<file path="config.mk">
export PLATFORM = sky130hd
export DESIGN_NAME = router_fifo
export DESIGN_NICKNAME = d
export VERILOG_FILES = /design/src/rtl/router_pkg.sv /design/src/rtl/router_fifo.sv
export SDC_FILE = /design/constraint.sdc
export NUM_CORES = 1
export LEC_CHECK = 0
export CAP_MARGIN = 30
export CORE_ASPECT_RATIO = 0.5
export CORE_MARGIN = 4
export CORE_UTILIZATION = 56
export CTS_CLUSTER_DIAMETER = 40
export DETAILED_ROUTE_END_ITERATION = 16
export GPL_ROUTABILITY_DRIVEN = 0
export PLACE_DENSITY = 0.76
export REMOVE_ABC_BUFFERS = 1
export SYNTH_ARGS = -nofsm -noshare
export SYNTH_HDL_FRONTEND = slang
export SYNTH_SLANG_ARGS = --single-unit
</file>
<file path="constraint.sdc">
create_clock -name clk -period 2.4 [get_ports clk]
set_input_delay 0.6 -clock clk [delete_from_list [all_inputs] [get_ports clk]]
set_output_delay 0.6 -clock clk [all_outputs]
set_load 0.005 [all_outputs]
</file>
<file path="src/rtl/router_pkg.sv">
// Shared constants and entry layout for the router output FIFO.
package router_pkg;
   localparam int DATA_W  = 8;
   localparam int DEPTH   = 16;
   localparam int ADDR_W  = 4;
   localparam int LEN_MSB = 7;
   localparam int LEN_LSB = 2;

   typedef struct packed {
      logic              hdr;
      logic [DATA_W-1:0] data;
   } entry_t;
endpackage

</file>
<file path="src/rtl/router_fifo.sv">
// Per-output-port packet FIFO of the 1x3 router; tracks remaining bytes of the packet being read.
// Optional: ROUTER_FIFO_TRISTATE_EN makes the idle dataout value 'z instead of 8'h00.
module router_fifo #(
   parameter int DATA_W = router_pkg::DATA_W,
   parameter int DEPTH  = router_pkg::DEPTH,
   parameter int ADDR_W = router_pkg::ADDR_W
) (
   input  logic              clk,
   input  logic              rst,
   input  logic              soft_reset,
   input  logic              write_enb,
   input  logic              read_enb,
   input  logic              lfd_state,
   input  logic [DATA_W-1:0] datain,
   output logic              full,
   output logic              empty,
   output logic [DATA_W-1:0] dataout
);
   import router_pkg::*;

`ifdef ROUTER_FIFO_TRISTATE_EN
   localparam logic [DATA_W-1:0] IDLE = 'z;
`else
   localparam logic [DATA_W-1:0] IDLE = '0;
`endif

   entry_t            mem [DEPTH];
   logic [ADDR_W:0]   wp, rp;
   logic [6:0]        pkt_count;
   logic              last_pend;   // last payload byte just left; release dataout on next idle cycle
   logic              rd_ok, wr_ok;
   entry_t            rd_ent;

   assign full   = (wp[ADDR_W] != rp[ADDR_W]) && (wp[ADDR_W-1:0] == rp[ADDR_W-1:0]);
   assign empty  = (wp == rp);
   assign rd_ok  = read_enb && !empty;
   // A read on the same edge frees the slot, so a full FIFO still accepts the write.
   assign wr_ok  = write_enb && (!full || rd_ok);
   assign rd_ent = mem[rp[ADDR_W-1:0]];

   always_ff @(posedge clk or negedge rst) begin
      if (!rst) begin
         wp        <= '0;
         rp        <= '0;
         pkt_count <= '0;
         last_pend <= 1'b0;
         dataout   <= '0;
         for (int i = 0; i < DEPTH; i++) mem[i] <= '0;
      end else if (soft_reset) begin
         wp        <= '0;
         rp        <= '0;
         pkt_count <= '0;
         last_pend <= 1'b0;
         dataout   <= IDLE;
      end else begin
         if (wr_ok) begin
            mem[wp[ADDR_W-1:0]] <= '{hdr: lfd_state, data: datain};
            wp                  <= wp + (ADDR_W+1)'(1);
         end
         if (rd_ok) begin
            rp      <= rp + (ADDR_W+1)'(1);
            dataout <= rd_ent.data;
            if (rd_ent.hdr) begin
               pkt_count <= 7'(rd_ent.data[LEN_MSB:LEN_LSB]) + 7'd1;
               last_pend <= 1'b0;
            end else if (pkt_count != '0) begin
               pkt_count <= pkt_count - 7'd1;
               last_pend <= (pkt_count == 7'd1);
            end else begin
               last_pend <= 1'b0;
            end
         end else if (last_pend) begin
            dataout   <= IDLE;
            last_pend <= 1'b0;
         end
      end
   end
endmodule

</file>
=== After elaboration in Yosys (flattened, before gate mapping) ===
Cells that the tools add are included.
Widths: inputs -> output; s select.

* Bitwise logic cells: 3
* Muxes and demuxes: 21
* Reductions and logical operators: 14
* Eq/ne operators: 4
* Add/sub/neg operators: 4
* Order comparisons: 3

{| class="wikitable"
|+ Operators with widths
! operator !! count
|-
| $bwmux 144 || 1
|-
| $bmux 9 s4 || 1
|-
| $demux 9 s4 || 1
|-
| $mux 7 || 4
|-
| $mux 9 || 3
|-
| $mux 8 || 3
|-
| $mux 5 || 4
|-
| $add 5x1->5 const B || 2
|-
| $ge 5x5->1 const B || 2
|-
| $not 4->5 || 2
|-
| $add 6x1->7 const B || 1
|-
| $eq 7x1->1 const B || 1
|-
| $reduce_bool 7->1 || 1
|-
| $sub 7x1->7 const B || 1
|-
| $reduce_bool 3->1 || 2
|-
| $eq 5x5->1 || 1
|-
| $lt 5x1->1 const B || 1
|-
| $eq 4x4->1 || 1
|-
| $logic_and 1x1->1 || 4
|-
| $mux 1 || 4
|-
| $reduce_and 2->1 || 2
|-
| $reduce_bool 2->1 || 2
|-
| $logic_not 1->1 || 2
|-
| $logic_or 1x1->1 || 1
|-
| 2 further kinds || 2
|}

* Output and inout bits: 10
* Input bits: 14
* Word-level logic and storage cells: 86
* Flip-flop bits (word level): 170

=== Longest topological paths before layout ===
* Word-level depth: 8
* Depth in mapped cells: 10
* Mapped depth without buffers: 7

=== Worst setup path before layout ===
OpenSTA, ideal clock, no wires.

* Kind: flip-flop to flip-flop
* Start: register rp[0]
* End: register mem[70] (netlist name)
* Period minus slack after synthesis: 2296 ps
* Path slack: 104 ps
* Stages on the path, launching flop included: 10
* Arrival: 2171 ps
* Setup time: 125 ps
* Path through: dfrtp_1 -> buf_6 -> buf_12 -> xnor2_1 -> nand4_2 -> o311a_2 -> and3b_1 -> buf_2 -> nand2_4 -> mux2_2

* Word-level cells in the longest chain between the ends: 6
* Elaborated cells on any way between the ends: 9
* Those cells by class: eq/ne: 2; reduce/logical: 7

{| class="wikitable"
|+ RTL lines
! item !! RTL line !! source
|-
| start, declared || router_fifo.sv:28 || <nowiki>logic [ADDR_W:0] wp, rp;</nowiki>
|-
| start signal, assigned || router_fifo.sv:61 || <nowiki>rp <= rp + (ADDR_W+1)'(1);</nowiki>
|-
| $eq 5x5->1 / $eq 4x4->1 (equally long branches) || router_fifo.sv:35, router_fifo.sv:34 ||
|-
| $logic_not 1->1 / $logic_and 1x1->1 (equally long branches) || router_fifo.sv:36, router_fifo.sv:34 ||
|-
| $logic_and 1x1->1 / $logic_not 1->1 (equally long branches) || router_fifo.sv:36, router_fifo.sv:38 ||
|-
| $logic_or 1x1->1 * || router_fifo.sv:38 || <nowiki>assign wr_ok = write_enb && (!full || rd_ok);</nowiki>
|-
| $logic_and 1x1->1 * || router_fifo.sv:38 ||
|-
| $reduce_and 2->1 (no line) * || n/a ||
|-
| end signal, assigned by index || router_fifo.sv:57 || <nowiki>mem[wp[ADDR_W-1:0]] <= '{hdr: lfd_state, data: datain};</nowiki>
|-
| end, declared || router_fifo.sv:27 || <nowiki>entry_t mem [DEPTH];</nowiki>
|}

Every way passes the cells marked *; elsewhere a longest branch is shown, timed or not.
A chain may end at the register's enable or synchronous reset.

=== Worst setup path in the final report ===
* Start: register rp[0]
* End: register pkt_count[3]

* Word-level cells in the longest chain between the ends: 8
* Elaborated cells on any way between the ends: 14
* Those cells by class: add/sub: 1; eq/ne: 1; mux: 6; bitwise: 1; reduce/logical: 5

{| class="wikitable"
|+ RTL lines
! item !! RTL line !! source
|-
| $not 4->5 (not written as such) || router_fifo.sv:39 || <nowiki>assign rd_ent = mem[rp[ADDR_W-1:0]];</nowiki>
|-
| $bmux 9 s4 || router_fifo.sv:39 ||
|-
| $mux 9 (not written as such) (2 in a row) || router_fifo.sv:39 ||
|-
| $add 6x1->7 || router_fifo.sv:64 || <nowiki>pkt_count <= 7'(rd_ent.data[LEN_MSB:LEN_LSB]) + 7'd1;</nowiki>
|-
| $mux 7 || router_fifo.sv:63 || <nowiki>if (rd_ent.hdr) begin</nowiki>
|-
| $mux 7 || router_fifo.sv:60 || <nowiki>if (rd_ok) begin</nowiki>
|-
| $mux 7 || router_fifo.sv:49 || <nowiki>end else if (soft_reset) begin</nowiki>
|-
| end signal, assigned || router_fifo.sv:64 ||
|-
| end signal, assigned || router_fifo.sv:67 || <nowiki>pkt_count <= pkt_count - 7'd1;</nowiki>
|-
| end, declared || router_fifo.sv:29 || <nowiki>logic [6:0] pkt_count;</nowiki>
|}

Several ways; a longest one is shown, not always the timed one. The select of a mux whose other input is x is not followed.

==> summary.md <==
| Metric | Value |
|---|---|
| Fillcell total | slightly above 900 |
| Outcome | finished, violations left |
| Sequential power share | 41.9% |
| Area grow syn2layout | 16.86% |
| Sw Pwr | 2.328 mW |
| Worst path slowest cell | mux4_2 |
| ANT cells | 0 |
| Worst path bufs/invs | 3 |
| Proportion of layout cells with a drive suffix above 1 | approximately 44% |
| Total number of vias | roughly 5k |
| Initial core utilization | 58.73% |
| Worst-path maximum fanout | 6 |
| Ranking of synthesized cells by area | dfrtp_1 (52%), mux2_2 (19%), mux4_2 (9.4%) |
| Post-synth top area share | 52.01% |
| Setup-failing EPs final | 7 |
| Crit-path most repeated cell | mux4_2 |
| Die ar. | between 15000 and 20000 µm² |
| Core Region | between 10000 and 15000 µm² |
| Mapped Cells | 568 |
| Cell taking the most area after synthesis | dfrtp_1 |
| Dpl cell area | 8907 µm² |
| Total iterations of the first detailed-routing run | 4 |
| Total Neg Setup Slack | -0.4378 ns |
| Worst slew margin | a little under three fifths |
| Largest stage delay, worst path | between 0.5 and 0.6 ns |
| Final Max Slew Viols | 0 |
| Reg area | approximately 4300 µm² |
| Fin. Hold Viols | 0 |
| TritonCTS clock tree | built |
| GR Overflow Total | 0 |
| Maximum clock rate | 397.0 MHz |
| Port bufs | 23 |
| Clock tree buffer depth | 2 |
| Comb power frac | about a quarter |
| Post-route ant nets | 0 |
| Root Driver | clkbuf_16 |
| R2R Setup Slk | -0.12 ns |
| Clock transition at path regs | 0.07 ns |
| # DRC | 0 |
| Largest net degree at the start of global routing | 50 |
| Cell area after synthesis | ~8000 µm² |
| H-tree levels | 4 |
| Hold_buf cts | 0 |
| Final hold slack | 0.07613 ns |
| # IOs | 24 |
| CP Class | reg2reg |
| First-pass GRT wire length | between 20000 and 30000 µm |
| VDD IR max | 0.6458 mV |
| Vias per cell | 6.086 |
| Routed wire per std cell | roughly 22 µm |
| Final period utilization | 105.0% |
| Final WL | 18290 µm |
| Post-layout net count | 645 |
| Worst slack, placed | -0.1288 ns |
| Static leakage | 4.437 nW |
| Post-synth ARST share | 100.0% |
| CP Capture Type | flop |
| Post-synthesis area per instance | approximately 14 µm² |
| Skew final | roughly 0.0095 ns |
| Worst R2R Path Depth | 9 |
| FF+latch count, synth | 170 |
| Post-route cell area | 9558 µm² |
| Setup WS post-layout | -0.1188 ns |
| Critical path arrival | 2.87 ns |
| FF-to-FF End | pkt_count[3]$_DFFE_PN0P_ |
| Clock sink total | 170 |
| Hold WC Path Type | in2async |
| Max-capacitance violation count | 0 |
| Crit path cell chain | buf_6, buf_12, mux4_2, mux4_2, nand2b_4, nor3_4, buf_4, a22oi_2, o21ai_1 |
| Worst Tran Pin Value | about 0.65 ns |
| Overall Global Routing Usage | 23.38% |
| Power density over cell area | 829.4 nW/µm² |
| Sequential fraction of the synthesis area | 52.01% |
| RR Startpoint | rp[0]$_DFFE_PN0P_ |
| Multi-input gate area | 3737 µm² |
| Failing checks | negative setup slack |
| Top FF cell, synth | dfrtp_1 |
| Switch share | 29.37% |
| Overall Power | about 7.9 mW |
| Vias in the first global route | 5140 |
| Die Ht | 93.46 µm |
| Clock share of power | 33.5% |
| Worst EP required | 2.75 ns |
| RSZ-0062 raised after global routing | true |
| DRT iter0 DRCs | 311 |
| Startpoint types | flop |
| Internal | 5.599 mW |
| CTS buffer count | 17 |
| Stages on the worst setup path | 9 |
| Setup crit end | pkt_count[3]$_DFFE_PN0P_ |
| Synth warnings | 0 |
| Post-synth cell types | 49 |
| Later-pin clock latency in the skew report | 0.42 ns |
| CP top delay family | multiplexers |
| Antenna violations before repair | 0 |
| EDFF count, synth | 0 |
| Post-layout min period | 2.519 ns |
| Hpwl dp | about 12000 µm |
| CP startpoint | rp[0]$_DFFE_PN0P_ |
| Row cnt | 30 |
| DIE WIDTH | roughly 180 µm |
[registers in the layout, indices dropped and copies added (netlist names)]
signal     flops
rp             5
mem          144
wp             5
dataout        8
last_pend      1
pkt_count      7
[cells in the mapped netlist, types with 5 or more instances]
library cell / instances
xor2_1: 11
ha_1: 9
nand3b_1: 8
mux2_1: 9
nor2_1: 18
mux2i_1: 6
buf_2: 13
mux2_2: 139
mux4_2: 34
inv_1: 9
dfrtp_1: 170
xnor2_1: 10
a21oi_1: 13
o22ai_1: 5
nand3_1: 9
clkbuf_1: 19
nand2_1: 18
[how the worst min path moves through the flow]
stage	start	to	slack (ns)
6_report	rst	mem[10]$_DFFE_PN0P_	0.08
2_1_floorplan	rst	dataout[0]$_DFFE_PN0P_	0.30
4_1_cts	rst	mem[82]$_DFFE_PN0P_	0.1
3_5_place_dp	mem[69]$_DFFE_PN0P_	mem[69]$_DFFE_PN0P_	0.48
5_1_grt	rst	mem[10]$_DFFE_PN0P_	0.1
3_3_place_gp	mem[63]$_DFFE_PN0P_	mem[63]$_DFFE_PN0P_	0.47
[what timing repair did]
action / in CTS / in global routing
setup endpoints to repair: 31 / 9
pin swaps: 0 / 7
resized for setup: 5 / 17
setup buffers: 1 / 3
[cell families (layout without fill, tap and decap cells)]
kind of cell / count (synthesis) / after routing / share of synthesized area [%]
buffers and inverters: 47 / 113 / 2.891
and+or+nand+nor: 90 / 90 / 6.685
adders and majority gates: 9 / 9 / 1.377
AOI/OAI and AO/OA: 39 / 39 / 3.029
DFF: 170 / 170 / 52.01
muxes: 192 / 192 / 31.76
xor gates and xnor gates: 21 / 21 / 2.249
[metal layers]
metal	share of wire, %	GRT usage, %
met2	47	36.29
met4	1.1	5.041
met5	0	0
met3	8.0	6.381
met1	44	33.41
[cells in the final DEF (no fill, tap or decap), types with 8 or more instances in the layout]
cell / count
clkbuf_16: 17
clkdlybuf4s50_1: 20
inv_1: 9
a21oi_1: 12
ha_1: 9
mux4_2: 34
mux2_2: 139
nand3b_1: 8
xor2_1: 11
buf_4: 36
nor2_1: 18
mux2_1: 9
xnor2_1: 9
nand2_1: 18
buf_12: 9
dfrtp_1: 169
nand3_1: 9
[power by group through the flow]
stage	clock network, mW	registers, mW	logic [mW]
floorplan	0	3.40	1.03
global placement	0	3.35	1.79
detailed placement	0	3.36	1.83
CTS	2.67	3.31	1.87
global route	2.82	3.35	2.11
finish	2.66	3.32	1.95
[metrics by stage]
stage	utilization [%]	instances
after floorplan	-	530
after global placement	63.96	791
after detailed placement	63.96	791
after CTS	68.15	823
after global routing	68.63	826
final	68.63	826
[worst register-to-register path: cells and delay by family, from the launching register on]
family          cells  cell delay, ns
compound gates      2            0.11
mux                 2            1.06
buf+inv             3            0.42
flops               1            0.38
simple gates        2            0.48
[final cells by class]
type	instances	area share, %
Sequential cell	170	44.52
Multi-Input combinational cell	351	39.10
Timing Repair Buffer	73	7.619
Clock buffer	18	4.490
Tap cell	192	2.513
Clock inverter	13	1.401
Inverter	9	0.3534
(Power assumes the default switching activity.)
